[config.mk]
export PLATFORM = sky130hd
export DESIGN_NAME = sap_u_control_sequencer_flat
export DESIGN_NICKNAME = d
export VERILOG_FILES = /design/src/rtl/sap_u_control_sequencer_if.sv /design/src/rtl/sap_u_control_sequencer.sv /design/src/flat_wrapper.sv
export SDC_FILE = /design/constraint.sdc
export NUM_CORES = 1
export LEC_CHECK = 0
export BUFFER_PORTS_ARGS = -buffer_cell sky130_fd_sc_hd__buf_2
export CAP_MARGIN = 40
export CORE_MARGIN = 4
export CORE_UTILIZATION = 39
export DETAILED_ROUTE_END_ITERATION = 16
export PLACE_DENSITY = 0.66
export SLEW_MARGIN = 25
export SYNTH_ARGS = -nofsm -noshare
export SYNTH_HDL_FRONTEND = slang
export SYNTH_SLANG_ARGS = --single-unit
[constraint.sdc]
create_clock -name clk -period 2.21 [get_ports clk]
set_input_delay 0.1105 -clock clk [delete_from_list [all_inputs] [get_ports clk]]
set_output_delay 0.1105 -clock clk [all_outputs]
set_load 0.01 [all_outputs]
[src/rtl/sap_u_control_sequencer_if.sv]
// Control/bus bundle between the SAP_U control sequencer and the datapath it steers.
interface sap_u_control_sequencer_if #(
  parameter int DATA_W = 8,
  parameter int STEP_W = 3
);
  logic [DATA_W-1:0] bus_in;
  logic              alu_carry;
  logic              alu_zero;
  logic [DATA_W-1:0] ir_bus_out;
  logic              ir_bus_enable_n;
  logic              ram_load_mar_reg_n;
  logic              ram_bus_enable_n;
  logic              ram_write_enable_n;
  logic              reg_a_load_n;
  logic              reg_a_bus_enable_n;
  logic              reg_b_load_n;
  logic              alu_enable_n;
  logic              alu_subtract;
  logic              program_counter_enable;
  logic              program_counter_bus_enable_n;
  logic              jump_n;
  logic              out_load;
  logic              halted;
  logic [STEP_W-1:0] step;

  modport master (
    input  bus_in, alu_carry, alu_zero,
    output ir_bus_out, ir_bus_enable_n, ram_load_mar_reg_n, ram_bus_enable_n,
           ram_write_enable_n, reg_a_load_n, reg_a_bus_enable_n, reg_b_load_n,
           alu_enable_n, alu_subtract, program_counter_enable,
           program_counter_bus_enable_n, jump_n, out_load, halted, step
  );

  modport slave (
    output bus_in, alu_carry, alu_zero,
    input  ir_bus_out, ir_bus_enable_n, ram_load_mar_reg_n, ram_bus_enable_n,
           ram_write_enable_n, reg_a_load_n, reg_a_bus_enable_n, reg_b_load_n,
           alu_enable_n, alu_subtract, program_counter_enable,
           program_counter_bus_enable_n, jump_n, out_load, halted, step
  );
endinterface

[src/rtl/sap_u_control_sequencer.sv]
// SAP_U control stage: instruction register, microstep counter, flags and the
// combinational decode of {IR, step, flags} into the datapath control word.
module sap_u_control_sequencer #(
  parameter int DATA_W    = 8,
  parameter int OPCODE_W  = 4,
  parameter int OPERAND_W = 4,
  parameter int STEP_W    = 3
) (
  input  logic clk,
  input  logic reset,
  sap_u_control_sequencer_if.master ctrl
);
  typedef enum logic [STEP_W-1:0] {T0, T1, T2, T3, T4} step_t;

  localparam logic [OPCODE_W-1:0] OP_LDA = OPCODE_W'(1);
  localparam logic [OPCODE_W-1:0] OP_ADD = OPCODE_W'(2);
  localparam logic [OPCODE_W-1:0] OP_SUB = OPCODE_W'(3);
  localparam logic [OPCODE_W-1:0] OP_STA = OPCODE_W'(4);
  localparam logic [OPCODE_W-1:0] OP_LDI = OPCODE_W'(5);
  localparam logic [OPCODE_W-1:0] OP_JMP = OPCODE_W'(6);
  localparam logic [OPCODE_W-1:0] OP_JC  = OPCODE_W'(7);
  localparam logic [OPCODE_W-1:0] OP_JZ  = OPCODE_W'(8);
  localparam logic [OPCODE_W-1:0] OP_OUT = OPCODE_W'(14);
  localparam logic [OPCODE_W-1:0] OP_HLT = OPCODE_W'(15);

  logic [DATA_W-1:0]   ir_reg;
  step_t               step_reg;
  logic                carry_reg;
  logic                zero_reg;
  logic                halted_reg;

  logic [OPCODE_W-1:0] op;
  logic [OPCODE_W-1:0] len_op;
  logic                is_last;

  function automatic step_t last_step_of(input logic [OPCODE_W-1:0] code);
    case (code)
      OP_LDA, OP_STA:                                 return T3;
      OP_ADD, OP_SUB:                                 return T4;
      OP_LDI, OP_JMP, OP_JC, OP_JZ, OP_OUT, OP_HLT:   return T2;
      default:                                        return T1;
    endcase
  endfunction

  assign op = ir_reg[DATA_W-1 -: OPCODE_W];
  // During T1 the IR still holds the previous instruction, so length comes from the bus.
  assign len_op  = (step_reg == T1) ? ctrl.bus_in[DATA_W-1 -: OPCODE_W] : op;
  assign is_last = (step_reg == last_step_of(len_op));

  always_ff @(posedge clk or negedge reset) begin
    if (!reset) begin
      ir_reg     <= '0;
      step_reg   <= T0;
      carry_reg  <= 1'b0;
      zero_reg   <= 1'b0;
      halted_reg <= 1'b0;
    end else if (!halted_reg) begin
      if (step_reg == T1)
        ir_reg <= ctrl.bus_in;
      if (step_reg == T4 && (op == OP_ADD || op == OP_SUB)) begin
        carry_reg <= ctrl.alu_carry;
        zero_reg  <= ctrl.alu_zero;
      end
      if (step_reg == T2 && op == OP_HLT)
        halted_reg <= 1'b1;
      step_reg <= is_last ? T0 : step_t'(step_reg + 1'b1);
    end
  end

  logic ir_oe, mar_ld, ram_oe, ram_we, a_ld, a_oe, b_ld, alu_oe, sub, pc_en, pc_oe, jump, out_ld;

  always_comb begin
    ir_oe = 1'b0; mar_ld = 1'b0; ram_oe = 1'b0; ram_we = 1'b0;
    a_ld = 1'b0; a_oe = 1'b0; b_ld = 1'b0; alu_oe = 1'b0; sub = 1'b0;
    pc_en = 1'b0; pc_oe = 1'b0; jump = 1'b0; out_ld = 1'b0;
    // Reset is folded in so every strobe drops the instant reset is asserted.
    if (reset && !halted_reg) begin
      case (step_reg)
        T0: begin pc_oe = 1'b1; mar_ld = 1'b1; end
        T1: begin ram_oe = 1'b1; pc_en = 1'b1; end
        T2: begin
          case (op)
            OP_LDA, OP_ADD, OP_SUB, OP_STA: begin ir_oe = 1'b1; mar_ld = 1'b1; end
            OP_LDI: begin ir_oe = 1'b1; a_ld = 1'b1; end
            OP_JMP: begin ir_oe = 1'b1; jump = 1'b1; end
            OP_JC:  begin ir_oe = 1'b1; jump = carry_reg; end
            OP_JZ:  begin ir_oe = 1'b1; jump = zero_reg; end
            OP_OUT: begin a_oe = 1'b1; out_ld = 1'b1; end
            default: ;
          endcase
        end
        T3: begin
          case (op)
            OP_LDA: begin ram_oe = 1'b1; a_ld = 1'b1; end
            OP_ADD: begin ram_oe = 1'b1; b_ld = 1'b1; end
            OP_SUB: begin ram_oe = 1'b1; b_ld = 1'b1; sub = 1'b1; end
            OP_STA: begin a_oe = 1'b1; ram_we = 1'b1; end
            default: ;
          endcase
        end
        T4: begin
          if (op == OP_ADD || op == OP_SUB) begin
            alu_oe = 1'b1;
            a_ld   = 1'b1;
            sub    = (op == OP_SUB);
          end
        end
        default: ;
      endcase
    end
  end

  assign ctrl.ir_bus_out                   = {{(DATA_W-OPERAND_W){1'b0}}, ir_reg[OPERAND_W-1:0]};
  assign ctrl.ir_bus_enable_n              = ~ir_oe;
  assign ctrl.ram_load_mar_reg_n           = ~mar_ld;
  assign ctrl.ram_bus_enable_n             = ~ram_oe;
  assign ctrl.ram_write_enable_n           = ~ram_we;
  assign ctrl.reg_a_load_n                 = ~a_ld;
  assign ctrl.reg_a_bus_enable_n           = ~a_oe;
  assign ctrl.reg_b_load_n                 = ~b_ld;
  assign ctrl.alu_enable_n                 = ~alu_oe;
  assign ctrl.alu_subtract                 = sub;
  assign ctrl.program_counter_enable       = pc_en;
  assign ctrl.program_counter_bus_enable_n = ~pc_oe;
  assign ctrl.jump_n                       = ~jump;
  assign ctrl.out_load                     = out_ld;
  assign ctrl.halted                       = halted_reg;
  assign ctrl.step                         = step_reg;
endmodule
[src/flat_wrapper.sv]
// flat-port wrapper written by rule: the top's interface ports become plain ports
module sap_u_control_sequencer_flat 
#(
  parameter int DATA_W    = 8,
  parameter int OPCODE_W  = 4,
  parameter int OPERAND_W = 4,
  parameter int STEP_W    = 3
)
  (clk, reset, ctrl_bus_in, ctrl_alu_carry, ctrl_alu_zero, ctrl_ir_bus_out, ctrl_ir_bus_enable_n, ctrl_ram_load_mar_reg_n, ctrl_ram_bus_enable_n, ctrl_ram_write_enable_n, ctrl_reg_a_load_n, ctrl_reg_a_bus_enable_n, ctrl_reg_b_load_n, ctrl_alu_enable_n, ctrl_alu_subtract, ctrl_program_counter_enable, ctrl_program_counter_bus_enable_n, ctrl_jump_n, ctrl_out_load, ctrl_halted, ctrl_step);
  sap_u_control_sequencer_if #(.DATA_W(DATA_W), .STEP_W(STEP_W)) ctrl_i ();
  input  logic clk;
  input  logic reset;
  input wire logic [$bits(ctrl_i.bus_in)-1:0] ctrl_bus_in;
  input wire logic [$bits(ctrl_i.alu_carry)-1:0] ctrl_alu_carry;
  input wire logic [$bits(ctrl_i.alu_zero)-1:0] ctrl_alu_zero;
  output wire logic [$bits(ctrl_i.ir_bus_out)-1:0] ctrl_ir_bus_out;
  output wire logic [$bits(ctrl_i.ir_bus_enable_n)-1:0] ctrl_ir_bus_enable_n;
  output wire logic [$bits(ctrl_i.ram_load_mar_reg_n)-1:0] ctrl_ram_load_mar_reg_n;
  output wire logic [$bits(ctrl_i.ram_bus_enable_n)-1:0] ctrl_ram_bus_enable_n;
  output wire logic [$bits(ctrl_i.ram_write_enable_n)-1:0] ctrl_ram_write_enable_n;
  output wire logic [$bits(ctrl_i.reg_a_load_n)-1:0] ctrl_reg_a_load_n;
  output wire logic [$bits(ctrl_i.reg_a_bus_enable_n)-1:0] ctrl_reg_a_bus_enable_n;
  output wire logic [$bits(ctrl_i.reg_b_load_n)-1:0] ctrl_reg_b_load_n;
  output wire logic [$bits(ctrl_i.alu_enable_n)-1:0] ctrl_alu_enable_n;
  output wire logic [$bits(ctrl_i.alu_subtract)-1:0] ctrl_alu_subtract;
  output wire logic [$bits(ctrl_i.program_counter_enable)-1:0] ctrl_program_counter_enable;
  output wire logic [$bits(ctrl_i.program_counter_bus_enable_n)-1:0] ctrl_program_counter_bus_enable_n;
  output wire logic [$bits(ctrl_i.jump_n)-1:0] ctrl_jump_n;
  output wire logic [$bits(ctrl_i.out_load)-1:0] ctrl_out_load;
  output wire logic [$bits(ctrl_i.halted)-1:0] ctrl_halted;
  output wire logic [$bits(ctrl_i.step)-1:0] ctrl_step;
  assign ctrl_i.bus_in = ctrl_bus_in;
  assign ctrl_i.alu_carry = ctrl_alu_carry;
  assign ctrl_i.alu_zero = ctrl_alu_zero;
  assign ctrl_ir_bus_out = ctrl_i.ir_bus_out;
  assign ctrl_ir_bus_enable_n = ctrl_i.ir_bus_enable_n;
  assign ctrl_ram_load_mar_reg_n = ctrl_i.ram_load_mar_reg_n;
  assign ctrl_ram_bus_enable_n = ctrl_i.ram_bus_enable_n;
  assign ctrl_ram_write_enable_n = ctrl_i.ram_write_enable_n;
  assign ctrl_reg_a_load_n = ctrl_i.reg_a_load_n;
  assign ctrl_reg_a_bus_enable_n = ctrl_i.reg_a_bus_enable_n;
  assign ctrl_reg_b_load_n = ctrl_i.reg_b_load_n;
  assign ctrl_alu_enable_n = ctrl_i.alu_enable_n;
  assign ctrl_alu_subtract = ctrl_i.alu_subtract;
  assign ctrl_program_counter_enable = ctrl_i.program_counter_enable;
  assign ctrl_program_counter_bus_enable_n = ctrl_i.program_counter_bus_enable_n;
  assign ctrl_jump_n = ctrl_i.jump_n;
  assign ctrl_out_load = ctrl_i.out_load;
  assign ctrl_halted = ctrl_i.halted;
  assign ctrl_step = ctrl_i.step;
  sap_u_control_sequencer #(.DATA_W(DATA_W), .OPCODE_W(OPCODE_W), .OPERAND_W(OPERAND_W), .STEP_W(STEP_W)) u_core (.clk(clk), .reset(reset), .ctrl(ctrl_i));
endmodule
==> impl_metrics.yaml <==
status:
  status: "complete, no violations"
critical_path:
  path_cells: "buf_4 -> inv_1 -> ha_1 -> nor2b_1 -> nand2_1 -> o41ai_2 -> nand3_1 -> buf_2"
  critPathCaptureType: "output port"
  start_kind: "register"
  crit_slowest_cell: "dfrtp_1"
  required_ns: 2.10
  cpPeakStageDelay_ns: 0.40
  crit_type: "register to output port"
  crit_fanout: 6
  critPathArrivalTime_ns: 1.98
cts:
  cts_buffers: 3
  clkTransAtPathRegs_ns: 0.09
  root_buffer: "clkbuf_4"
  cts.sinks: 14
  htree_levels: 1
  clock_path_buffers: 2
  cts_tree: "yes"
  clock_latency_ns: 0.29
floorplanning:
  core_area_sq_um: 2880
  io_pins: 37
  num_rows: 19
  die_w_microns: 63.8
  initial_core_util: 0.422
  die_y_microns: 63.8
  dieArea_sq_um: 4070
synthesis:
  synth_top_cells_by_count: "dfrtp_1 (14), nand2_1 (12), buf_4 (9), mux2_2 (9), nand3_1 (8)"
  yosysMostFrequentCell: "dfrtp_1"
  seq_area_frac_synth: 0.288
  yosys_warnings: 0
  synth.area.top_cells: "dfrtp_1 (29%), mux2_2 (8.3%), buf_4 (5.6%)"
  syn-cell-area_sq_um: 1210
  synth.distinct_cells: 43
  synth_seq_cells: 14
  synthCells: 136
  avgSynthCellArea_sq_um: 8.93
  yosysTopAreaCell: "dfrtp_1"
  async_flop_share: 1.00
  ys.flop_type: "dfrtp_1"
  synth_edf_count: 0
  synth_top_area_frac: 0.288
global_routing:
  overflow: 0
  grt_pass1_vias: 1124
  grt_pass1_wl_microns: 5190
  antenna_found_initial: 0
  grt_max_degree: 16
  grt_use_total: 0.160
hold_path:
  hp-class: "primary input to register"
place:
  placed_area_sq_um: 1360
  dp_hpwl_microns: 2380
  numPortBuffers: 32
  gp_congestion: 0.799
layout:
  n_fill_cell: 286
  nNetsFinal: 185
  largest_register_ffs: 8
  area_growth_pct: 18.7
  drive_above_1_share: 0.395
  n_antenna_cell: 0
  multi_input_area_sq_um: 752
  seqCellArea_sq_um: 353
  final_core_util: 0.502
  postLayoutCellArea_sq_um: 1440
run:
  cap_violations: 0
power_and_ir_drop:
  power_mw: 2.06
  leakage_nw: 0.628
  power_density_nw_per_um2: 1430
  irDropWorstVdd_uv: 712
detailed_routing:
  drt.antenna.violating_nets: 0
  via_per_inst: 5.37
  vias: 1122
  wire_per_inst_microns: 14.7
  drc_errors: 0
  drt-initial-drc-count: 24
  firstDrtPassIters: 4
  routed_wirelength_microns: 3060
timing:
  rsz0062_at_grt: "true"
  tns_ns: 0
  max_freq_mhz: 478
  finalSetupViolCount: 0
  fin_crit_sh: 0.946
  post-route-min-period_ns: 2.09
  slew_violations: 0
  finalClockSkew_ns: 0.00312
  hold_viol: 0
## metrics by stage
step	hold slack, ns	setup slack (ns)	cells
after detailed placement	0.0902	0.0253	203
after CTS	0.0437	0.0111	208
final	0.0536	0.118	209
after global placement	0.103	0.117	203
after floorplan	-0.185	0.0553	139
after global routing	0.0560	-0.0161	209
## kinds of logic (layout without fill, tap and decap cells)
family	count (synthesis)	count (layout)	share of synthesized area
mux	16	16	0.144
buf+inv	22	50	0.124
xor+xnor	3	3	0.0216
simple gates	51	51	0.233
flops	14	14	0.288
other cells	1	4	0.00309
fa+ha+maj	5	5	0.0515
compound gates	24	24	0.135
## worst max-delay path, delay by kind of cell (launching register included)
family                     cells  cell delay (ns)
DFF                            1             0.40
adders and majority gates      1             0.17
buffers and inverters          3             0.40
AOI/OAI and AO/OA              1             0.28
and+or+nand+nor                3             0.44
## final timing paths
kind                                           from                       to  slack (ns)  cells past startpoint
min in group asynchronous                     reset      u_core.ctrl.step[0]        0.32                      3
worst max register to register  u_core.ctrl.step[1]      u_core.ctrl.step[2]        0.13                      8
worst min-delay path                 ctrl_alu_carry         u_core.carry_reg        0.05                      2
worst max-delay path            u_core.ctrl.step[0]  ctrl_reg_a_bus_enable_n        0.12                      8
worst min register to register     u_core.ir_reg[2]         u_core.ir_reg[2]        0.51                      1
max in group asynchronous                     reset      u_core.ctrl.step[1]        1.70                      3
## final cells by class
type	count	share of cell area
inverters	5	0.0130
repair buffers	41	0.160
clock buffers	4	0.0252
well taps	42	0.0364
multi-input cells	103	0.521
flip-flops and latches	14	0.245
## power breakdown
group | total, mW | switching [mW] | internal, mW
Clock | 0.193 | 0.0926 | 0.100
Sequential | 0.594 | 0.207 | 0.388
Combinational | 1.28 | 0.651 | 0.626
Total | 2.06 | 0.950 | 1.11
## cell usage in the layout (no fill, tap or decap), types with 2 or more instances in the layout
cell | Yosys | routed
xnor2_1 | 3 | 3
mux2_2 | 9 | 9
nor3_1 | 4 | 4
dfrtp_2 | 0 | 2
and3_1 | 2 | 2
a21oi_1 | 4 | 4
clkbuf_4 | 0 | 3
and2b_2 | 2 | 2
nor2b_1 | 6 | 6
dfrtp_1 | 14 | 12
mux2i_1 | 6 | 6
buf_4 | 9 | 8
inv_1 | 5 | 4
nor4_1 | 2 | 2
nand2b_1 | 2 | 2
nand3_1 | 8 | 8
nor3b_1 | 2 | 2
o21ai_0 | 5 | 5
buf_2 | 1 | 32
ha_1 | 5 | 4
o31a_1 | 2 | 2
o31ai_1 | 2 | 2
conb_1 | 1 | 4
nand2_1 | 12 | 12
nor2_1 | 5 | 5
## what timing repair did
action / 4_1_cts / 5_1_grt
buffers inserted: 0 / 1
pin swaps: 0 / 1
resized for setup: 1 / 5
hold endpoints to repair: 14 / 0
hold buffers: 1 / 0
setup endpoints to repair: 1 / 7
## routing by layer
metal	wire (microns)	up-vias	global-route usage
met3	285	4	0.0315
met5	0	-	0
met4	36	0	0.0593
met2	1470	51	0.258
met1	1270	535	0.210
li1	-	532	-
(Power assumes the default switching activity.)
